--- src/rtl/serial_feeder.sv ---
// Parallel-to-serial feeder: captures a WIDTH-bit word and presents one bit per
// enabled clock on ser_out, framed by ser_valid and closed by a one-cycle done.
module serial_feeder #(
   parameter int WIDTH     = 32,
   parameter bit LSB_FIRST = 1'b1
) (
   input  logic             clk,
   input  logic             rst,
   input  logic             load,
   input  logic [WIDTH-1:0] data_in,
   input  logic             en,
   output logic             ready,
   output logic             ser_out,
   output logic             ser_valid,
   output logic             done,
   output logic [5:0]       bit_cnt
);

   typedef enum logic [1:0] {
      IDLE  = 2'd0,
      SHIFT = 2'd1,
      DONE  = 2'd2
   } state_t;

   localparam logic [5:0] LAST_BIT = 6'(WIDTH - 1);

   state_t           state_r;
   logic [WIDTH-1:0] sr_r;
   logic [5:0]       cnt_r;
   logic             ready_r;
   logic             ser_out_r;
   logic             done_r;
   logic             shifting_r;
   logic [WIDTH-1:0] sr_next_s;

   // Bit that leaves the register first, in the configured order.
   function automatic logic head_bit(input logic [WIDTH-1:0] w);
      if (LSB_FIRST) begin
         return w[0];
      end else begin
         return w[WIDTH-1];
      end
   endfunction

   // Register contents after one bit has been consumed.
   function automatic logic [WIDTH-1:0] advance(input logic [WIDTH-1:0] w);
      if (LSB_FIRST) begin
         return {1'b0, w[WIDTH-1:1]};
      end else begin
         return {w[WIDTH-2:0], 1'b0};
      end
   endfunction

   assign sr_next_s = advance(sr_r);

   // Control FSM with registered status outputs; capture ignores en.
   always_ff @(posedge clk) begin
      if (rst) begin
         state_r    <= IDLE;
         sr_r       <= '0;
         cnt_r      <= 6'd0;
         ready_r    <= 1'b1;
         ser_out_r  <= 1'b0;
         done_r     <= 1'b0;
         shifting_r <= 1'b0;
      end else begin
         case (state_r)
            IDLE, DONE: begin
               done_r <= 1'b0;
               if (load && ready_r) begin
                  state_r    <= SHIFT;
                  sr_r       <= data_in;
                  cnt_r      <= 6'd0;
                  ready_r    <= 1'b0;
                  ser_out_r  <= head_bit(data_in);
                  shifting_r <= 1'b1;
               end else begin
                  state_r    <= IDLE;
                  ready_r    <= 1'b1;
                  ser_out_r  <= 1'b0;
                  shifting_r <= 1'b0;
               end
            end
            SHIFT: begin
               if (en) begin
                  sr_r  <= sr_next_s;
                  cnt_r <= cnt_r + 6'd1;
                  if (cnt_r == LAST_BIT) begin
                     state_r    <= DONE;
                     ready_r    <= 1'b1;
                     done_r     <= 1'b1;
                     ser_out_r  <= 1'b0;
                     shifting_r <= 1'b0;
                  end else begin
                     ser_out_r <= head_bit(sr_next_s);
                  end
               end else begin
                  sr_r <= sr_r;
               end
            end
            default: begin
               state_r    <= IDLE;
               ready_r    <= 1'b1;
               ser_out_r  <= 1'b0;
               done_r     <= 1'b0;
               shifting_r <= 1'b0;
            end
         endcase
      end
   end

   // A stalled SHIFT cycle holds the bit but marks it as not carrying payload.
   assign ser_valid = shifting_r & en;
   assign ready     = ready_r;
   assign ser_out   = ser_out_r;
   assign done      = done_r;
   assign bit_cnt   = cnt_r;

endmodule

--- config.mk ---
export PLATFORM = sky130hd
export DESIGN_NAME = serial_feeder
export DESIGN_NICKNAME = d
export VERILOG_FILES = /design/src/rtl/serial_feeder.sv
export SDC_FILE = /design/constraint.sdc
export NUM_CORES = 1
export LEC_CHECK = 0
export CAP_MARGIN = 20
export CORE_ASPECT_RATIO = 0.6
export CORE_MARGIN = 3
export CORE_UTILIZATION = 40
export CTS_BUF_LIST = sky130_fd_sc_hd__clkbuf_4 sky130_fd_sc_hd__clkbuf_8
export CTS_CLUSTER_DIAMETER = 150
export CTS_CLUSTER_SIZE = 10
export DETAILED_ROUTE_END_ITERATION = 6
export PLACE_DENSITY = 0.63
export SYNTH_ARGS = -nofsm -noshare
export SYNTH_HDL_FRONTEND = slang
export SYNTH_SLANG_ARGS = --single-unit
--- constraint.sdc ---
create_clock -name clk -period 1.97 [get_ports clk]
set_clock_uncertainty 0.15 [all_clocks]
set_input_delay 0.4925 -clock clk [delete_from_list [all_inputs] [get_ports clk]]
set_output_delay 0.4925 -clock clk [all_outputs]
set_load 0.02 [all_outputs]
==> flow_summary.yaml, run 1 <==
sta:
  fmax_mhz: 529
  grt_setup_unrepaired: "false"
  hold_slack_ps: 311
  tightest_slew_ps: 443
  slew_viol_final: 0
  fin_crit_sh_pct: 96.0
  finalWorstSetupSlack_ps: 78.3
  max_slew_margin_pct: 69.7
  hold_viol: 0
  setup_violations: 0
  post-route-min-period_ps: 1890
critical_path:
  path_class: "flip-flop to output pin"
  critPathRequiredTime_ps: 1330
  cp.arrival_ps: 1250
  path_buf_inv: 1
  cp-end-kind: "output pin"
  path_cells: "clkdlybuf4s50_1"
  r2r_setup_slack_ps: 360
  start_kind: "flip-flop"
  rr_worst_depth: 4
  critical_path.startpoint: "bit_cnt[3]"
  cp_top_family: "buffers and inverters"
  rr_endpoint: "bit_cnt[3]"
  critical_path_peak_fanout: 2
  r2r-start: "state_r[0]"
  slowest_stage: "clkdlybuf4s50_1"
  max_stage_delay_ps: 600
pwr:
  peakVddDrop_uv: 297
  p_comb_share_pct: 21.8
  p_int_mw: 1.51
  clock_power_share_pct: 30.2
  finalPower_mw: 2.09
  power.net_switching_uw: 578
  swShare_pct: 27.7
  pwr_density_cell_nw_per_um2: 783
  power_frac_seq_pct: 48.0
  leakagePower_nw: 1.05
min_path:
  hold_path_depth: 2
  hold_start: "done"
  hold_end: "done"
  hold_class: "flip-flop to flip-flop"
clocking:
  holdBufCountCts: 0
  root_buffer: "clkbuf_8"
  cts_setup_buffers: 0
  insertion_delay_ps: 300
  cts_max_path_buffers: 2
  cts_tree: "done"
  path_clk_slew_ps: 80
  numCtsBuffers: 5
  htree_levels: 2
  clkSinkCount: 43
floorplan:
  die_h_um: 60.7
  die_x_um: 97.1
  fp.coreArea_um2: 4680
  start_util_pct: 42.6
  pin_count: 46
  rows: 19
  dieArea_um2: 5890
synth:
  yosys_most_used_dff: "dfxtp_1"
  yosys.area.top_type: "dfxtp_1"
  syn_area_um2: 1990
  syn_inst: 243
  synth_cell_types: 34
  ys_seq_area_share_pct: 43.2
  synth.top_cell.area_share_pct: 43.2
  synthTopCellsByArea: "dfxtp_1 (43%), a311oi_1 (13%), nand2_1 (12%)"
  yosysMostFrequentCell: "nand2_1"
  ys_seq_elements: 43
  async_flop_share_pct: 0
  avgSynthCellArea_um2: 8.20
  yosysWarnings: 0
  synth_common_cells: "nand2_1 (63), dfxtp_1 (43), nor3_1 (32)"
  syn-num-nets: 280
  synth_edf_count: 0
route:
  drc: 0
  wl_um: 5210
  initialDrtViolationCount: 139
  drtAntennaViolNets: 0
  firstDrtPassIters: 4
  vias_per_cell: 5.42
  vias: 1930
  wire_per_inst_um: 14.6
cells_and_area:
  fin_util_pct: 57.0
  syn2layout_area_growth_pct: 33.9
  num_antenna_cells: 0
  final_nets: 329
  layout-drive-gt1-share_pct: 11.6
grt:
  grt_usage_pct: 18.3
  grt_pass1_wl_um: 8600
  grt_max_degree: 27
  antenna_found_initial: 0
  grt_pass1_vias: 1680
  overflow: 0
run_status:
  status: "complete, no violations"
placement:
  numPortBuffers: 45
  globalplace.congestion: 0.733
  dp_worst_setup_slack_ps: -362
  place_hpwl_um: 3570
run:
  max-cap-violations: 0
==> worst min-delay path: stages, from the launching register on <==
cell      delay (ps)
dfxtp_1          310
inv_1             40
a211oi_1          50
==> power by group through the flow <==
stage | clock [mW] | sequential, mW | combinational (mW)
4_1_cts | 0.654 | 1.00 | 0.455
3_5_place_dp | 0 | 1.02 | 0.456
6_report | 0.630 | 1.00 | 0.456
5_1_grt | 0.685 | 1.02 | 0.504
3_3_place_gp | 0 | 1.02 | 0.450
2_1_floorplan | 0 | 1.02 | 0.287
==> area by class of cell <==
cell class                      instances  area [um^2]
Inverter                                2         7.51
Clock buffer                            8          104
Timing Repair Buffer                   68          632
Fill cell                             438         2010
Tap cell                               63         78.8
Sequential cell                        43          861
Multi-Input combinational cell        172          986
==> logic make-up (layout without fill, tap and decap cells) <==
kind of cell	Yosys count	count (layout)	synth area share, %
flip-flops	43	43	43.2
AO/OA/AOI/OAI	45	45	18.6
XOR/XNOR	1	1	0.440
AND/OR/NAND/NOR	122	122	28.2
multiplexers	3	3	1.51
adder cells (fa/ha/maj)	1	1	0.628
buffers and inverters	28	78	7.47
==> layout by cell type (no fill, tap or decap), types with 2 or more instances in the layout <==
master,instances
buf_4,21
nand3b_1,2
a311oi_1,30
and3_1,2
clkdlybuf4s50_1,39
or3_1,3
dfxtp_1,43
and3b_1,2
dlygate4sd2_1,4
clkbuf_8,7
mux2i_1,3
nor2_1,3
nor3_1,32
nand2_1,63
nand3_1,8
nand2b_1,2
a21oi_1,4
inv_1,2
o2111ai_1,3
==> how the worst max path moves through the flow <==
| stage | to | slack (ps) | cells after the start |
|---|---|---|---|
| floorplan | sr_r[16] | 370 | 4 |
| global placement | ser_valid | -360 | 3 |
| detailed placement | ser_valid | -360 | 3 |
| CTS | bit_cnt[5] | 20 | 1 |
| global route | bit_cnt[3] | 20 | 1 |
| finish | bit_cnt[3] | 80 | 1 |
==> flip-flops by register name, summed over array words and instances, names as in the netlist <==
| register | count |
|---|---|
| bit_cnt | 6 |
| sr_r | 31 |
| ready | 1 |
| ser_out | 1 |
| shifting_r | 1 |
| state_r | 2 |
| done | 1 |
==> what timing repair did <==
action                     in CTS  in global routing
setup endpoints to repair       5                  2
gates resized for setup         8                  2
pin swaps                       0                  0
==> per-stage QoR <==
step           cell area [um^2]  TNS, ps  std cells
2_1_floorplan              1990        0        243
3_3_place_gp               2570    -3780        348
3_5_place_dp               2570    -4560        348
4_1_cts                    2660        0        356
5_1_grt                    2670        0        356
6_report                   2670        0        356
==> layer usage <==
metal | global-route usage (%) | wire [um]
met1 | 27.8 | 2870
met2 | 24.8 | 2020
met3 | 4.48 | 260
met4 | 6.60 | 58
met5 | 0 | 0
(Power assumes the default switching activity.)
==> run 2, diff against run 1 <==
--- a/config.mk
+++ b/config.mk
@@ -7,9 +7,8 @@
 export LEC_CHECK = 0
 export CAP_MARGIN = 20
 export CORE_ASPECT_RATIO = 0.6
-export CORE_MARGIN = 3
+export CORE_MARGIN = 4
 export CORE_UTILIZATION = 40
-export CTS_BUF_LIST = sky130_fd_sc_hd__clkbuf_4 sky130_fd_sc_hd__clkbuf_8
 export CTS_CLUSTER_DIAMETER = 150
 export CTS_CLUSTER_SIZE = 10
 export DETAILED_ROUTE_END_ITERATION = 6
==> run 2 against run 1 <==
Cell area rose by 1.1%; critical path depth stayed put; sequential share of layout area decreased by 0.36 points; worst hold slack worse by 1.8 ps; register-to-register slack improved by 20 ps; utilization up 0.64 points; clock power rose by 4.4%; maximum frequency shrank 2.2%; setup slack worse by 43 ps; critical path type unchanged; critical endpoint is now ready; largest cell class unchanged.
==> flow_summary.yaml, run 2 (same netlist as run 1, synthesis figures left out) <==
critical_path:
  rr_worst_depth: 4
  max_stage_delay_ps: 620
  path_buf_inv: 1
  slowest_stage: "clkdlybuf4s50_1"
  cp-end-kind: "output pin"
  cp_top_family: "buffers and inverters"
  start_kind: "flip-flop"
  path_class: "flip-flop to output pin"
  cp.arrival_ps: 1290
  critical_path.startpoint: "ready"
  r2r_setup_slack_ps: 380
  rr_endpoint: "bit_cnt[3]"
  critPathRequiredTime_ps: 1330
  path_depth: 1
  path_cells: "clkdlybuf4s50_1"
  r2r-start: "state_r[0]"
  critical_path_peak_fanout: 5
  crit_end: "ready"
pwr:
  power.net_switching_uw: 571
  swShare_pct: 26.8
  p_comb_share_pct: 22.0
  power_frac_seq_pct: 47.1
  clock_power_share_pct: 30.9
  finalPower_mw: 2.13
  leakagePower_nw: 1.05
  p_int_mw: 1.56
  pwr_density_cell_nw_per_um2: 789
  peakVddDrop_uv: 320
run_status:
  status: "complete, no violations"
cells_and_area:
  num_antenna_cells: 0
  layout_commonest_cell: "nand2_1"
  fin_cells: 355
  largest_reg_flops: 31
  top_register: "sr_r"
  final_cell_mix: "nand2_1 (63), dfxtp_1 (43), clkdlybuf4s50_1 (41)"
  syn2layout_area_growth_pct: 35.4
  fin_util_pct: 57.6
  final_nets: 329
  nFillCells: 440
  stdcell_area_um2: 2700
  layout-drive-gt1-share_pct: 11.0
route:
  drtAntennaViolNets: 0
  firstDrtPassIters: 4
  drc: 0
  vias_per_cell: 5.39
  vias: 1913
  initialDrtViolationCount: 107
  wl_um: 5210
  wire_per_inst_um: 14.7
clocking:
  clkSinkCount: 43
  insertion_delay_ps: 290
  root_buffer: "clkbuf_8"
  cts_max_path_buffers: 2
  path_clk_slew_ps: 80
  cts_setup_buffers: 0
  numCtsBuffers: 5
  cts_tree: "done"
  htree_levels: 2
  holdBufCountCts: 0
min_path:
  hold_start: "done"
  hold_class: "flip-flop to flip-flop"
grt:
  grt_pass1_vias: 1779
  antenna_found_initial: 0
  grt_max_degree: 31
  grt_pass1_wl_um: 8870
  overflow: 0
  grt_usage_pct: 17.1
sta:
  max_slew_margin_pct: 67.9
  slew_viol_final: 0
  fmax_mhz: 517
  tightest_slew_ps: 469
  grt_setup_unrepaired: "false"
  setup_violations: 0
  fin_crit_sh_pct: 98.2
  hold_viol: 0
  post-route-min-period_ps: 1930
floorplan:
  dieArea_um2: 6210
  start_util_pct: 42.6
  fp.coreArea_um2: 4680
  pin_count: 46
  rows: 19
  die_x_um: 99.1
  die_h_um: 62.7
run:
  max-cap-violations: 0
placement:
  place_hpwl_um: 3630
  placed_cells: 348
  numPortBuffers: 45
  globalplace.congestion: 0.769
  placed_area_um2: 2590
run 2: cell count changes in the layout (fill, tap and decap cells not counted), sizes merged:
cell / previous run / this run
clkbuf: 8 / 6
bufinv: 0 / 1
dlygate4sd2: 4 / 2
clkdlybuf4s50: 39 / 41
run 2: area by class of cell:
cell class | count | area, um^2 | share of cell area (%)
Timing Repair Buffer | 68 | 663 | 24.6
Multi-Input combinational cell | 172 | 986 | 36.5
Clock inverter | 1 | 30.0 | 1.11
Clock buffer | 6 | 72.6 | 2.69
Tap cell | 63 | 78.8 | 2.92
Inverter | 2 | 7.51 | 0.278
Sequential cell | 43 | 861 | 31.9
run 2: worst min-delay path by stage:
stage	to	slack, ps	depth (start not counted)
floorplan	sr_r[31]	300	2
global placement	done	300	2
detailed placement	done	300	2
CTS	done	320	2
global route	done	340	2
finish	done	310	2
run 2: what timing repair did:
item | CTS | global route
endpoints found under the setup margin | 3 | 3
pin swaps | 0 | 1
resized for setup | 6 | 3
run 2: power groups by stage:
stage | combinational [mW] | sequential, mW | clock, mW
2_1_floorplan | 0.287 | 1.02 | 0
3_3_place_gp | 0.459 | 1.02 | 0
3_5_place_dp | 0.467 | 1.02 | 0
4_1_cts | 0.468 | 1.00 | 0.667
5_1_grt | 0.519 | 1.02 | 0.709
6_report | 0.469 | 1.00 | 0.658
run 2: stage by stage:
step / worst slack [ps] / setup TNS, ps / hold slack, ps
global placement: -369 / -4760 / 303
floorplan: 373 / 0 / 298
CTS: 19.0 / 0 / 317
global route: 2.39 / 0 / 344
finish: 35.0 / 0 / 309
detailed placement: -372 / -5510 / 304
run 2: per-layer routing:
metal | routed length [um] | GRT usage (%) | vias up
li1 | - | - | 982
met1 | 2860 | 27.4 | 874
met2 | 2000 | 22.2 | 55
met3 | 332 | 4.57 | 2
met4 | 16 | 3.07 | 0
met5 | 0 | 0 | -
==> run 3, diff against run 2 <==
==> constraint.sdc (replaced) <==
create_clock -name clk -period 2.3 [get_ports clk]
set_clock_uncertainty 0.15 [all_clocks]
set_input_delay 0.575 -clock clk [delete_from_list [all_inputs] [get_ports clk]]
set_output_delay 0.575 -clock clk [all_outputs]
set_load 0.02 [all_outputs]
==> run 3 against run 2 <==
Global-route usage down 0.35 points; sequential cell count unchanged; cell area fell by 3.9%; first-iteration DRC count shrank 12%; sequential share of layout area increased by 1.3 points; cell count down 2.5%; utilization shrank 2.3 points; critical path type is now primary input to output pin; highest routed layer unchanged.
==> flow_summary.yaml, run 3 (same netlist as run 1, synthesis figures left out) <==
critical_path:
  cp_top_family: "buffers and inverters"
  path_buf_inv: 2
  start_kind: "primary input"
  critical_path_peak_fanout: 2
  critPathRequiredTime_ps: 1570
  path_class: "primary input to output pin"
  cp-end-kind: "output pin"
  cp.arrival_ps: 1490
  path_cells: "clkdlybuf4s50_1 -> and2_1 -> dlygate4sd2_1"
  slowest_stage: "clkdlybuf4s50_1"
  max_stage_delay_ps: 470
route:
  drtAntennaViolNets: 0
  wire_per_inst_um: 14.9
  wl_um: 5160
  initialDrtViolationCount: 94
  vias: 1936
  vias_per_cell: 5.60
  firstDrtPassIters: 4
  drc: 0
pwr:
  finalPower_mw: 1.68
  leakagePower_nw: 0.969
  pwr_density_cell_nw_per_um2: 648
  peakVddDrop_uv: 262
sta:
  fin_setup_tns_ps: 0
  fmax_mhz: 451
  slew_viol_final: 0
  tightest_slew_ps: 425
  hold_viol: 0
  post-route-min-period_ps: 2220
  max_slew_margin_pct: 70.9
  fin_crit_sh_pct: 96.3
  setup_violations: 0
  hold_slack_ps: 313
  grt_setup_unrepaired: "false"
grt:
  grt_usage_pct: 16.7
  grt_pass1_vias: 1800
  overflow: 0
  grt_pass1_wl_um: 8660
  grt_max_degree: 42
  antenna_found_initial: 0
floorplan:
  dieArea_um2: 6210
  die_x_um: 99.1
  die_h_um: 62.7
  rows: 19
  fp.coreArea_um2: 4680
  pin_count: 46
  start_util_pct: 42.6
clocking:
  root_buffer: "clkbuf_8"
  insertion_delay_ps: 290
  cts_tree: "done"
  numCtsBuffers: 5
  path_clk_slew_ps: 70
  cts_max_path_buffers: 2
  cts_setup_buffers: 0
  clkSinkCount: 43
  htree_levels: 2
cells_and_area:
  stdcell_area_um2: 2590
  syn2layout_area_growth_pct: 30.1
  final_cell_mix: "nand2_1 (63), clkdlybuf4s50_1 (44), dfxtp_1 (43)"
  largest_reg_flops: 31
  layout-drive-gt1-share_pct: 7.77
  layout_commonest_cell: "nand2_1"
  fin_util_pct: 55.4
  num_antenna_cells: 0
  top_register: "sr_r"
  final_nets: 321
placement:
  numPortBuffers: 45
  placed_area_um2: 2520
  place_hpwl_um: 3440
  globalplace.congestion: 0.773
min_path:
  hold_class: "flip-flop to flip-flop"
run:
  max-cap-violations: 0
run_status:
  status: "complete, no violations"
[run 3: changes by cell type in the layout (fill, tap and decap cells not counted), sizes merged]
| cell | previous run | this run |
|---|---|---|
| buf | 24 | 15 |
| bufinv | 1 | 0 |
| clkdlybuf4s50 | 41 | 44 |
| dlygate4sd2 | 2 | 1 |
| dlymetal6s2s | 1 | 0 |
[run 3: layout make-up]
type | instances | area (um^2)
Clock buffer | 6 | 72.6
Fill cell | 463 | 2090
Inverter | 2 | 7.51
Multi-Input combinational cell | 172 | 986
Sequential cell | 43 | 861
Tap cell | 63 | 78.8
Timing Repair Buffer | 60 | 587
[run 3: what timing repair did]
action / in CTS / in global routing
hold endpoints to repair: 0 / 0
setup endpoints to repair: 1 / 0
gates resized for setup: 1 / 0
hold buffers: 0 / 0
[run 3: worst min-delay path: stages, from the launching register on]
cell      delay (ps)
dfxtp_1          310
inv_1             50
a211oi_1          60
[run 3: layer usage]
metal / vias up / track usage, % / routed length (um)
met3: 7 / 4.91 / 376
met2: 56 / 21.7 / 2010
li1: 964 / - / -
met1: 909 / 26.0 / 2720
met4: 0 / 4.60 / 43
met5: - / 0 / 0
[run 3: report_power, final]
group          leakage [nW]  switching [mW]  internal (mW)
logic                 0.577           0.197          0.185
clock network        0.0371           0.235          0.203
registers             0.355          0.0434          0.819
[run 3: per-stage QoR]
step / worst slack (ps) / instances
2_1_floorplan: 621 / 243
3_3_place_gp: -207 / 340
3_5_place_dp: -207 / 340
4_1_cts: 65.2 / 346
5_1_grt: 31.0 / 346
6_report: 85.0 / 346
[run 3: final timing paths]
check | end | startpoint | slack (ps) | cells past startpoint
worst max register to register | bit_cnt[4] | state_r[0] | 690 | 4
worst min register to register | done | done | 310 | 2
worst min-delay path | done | done | 310 | 2
worst max-delay path | ser_valid | en | 80 | 3
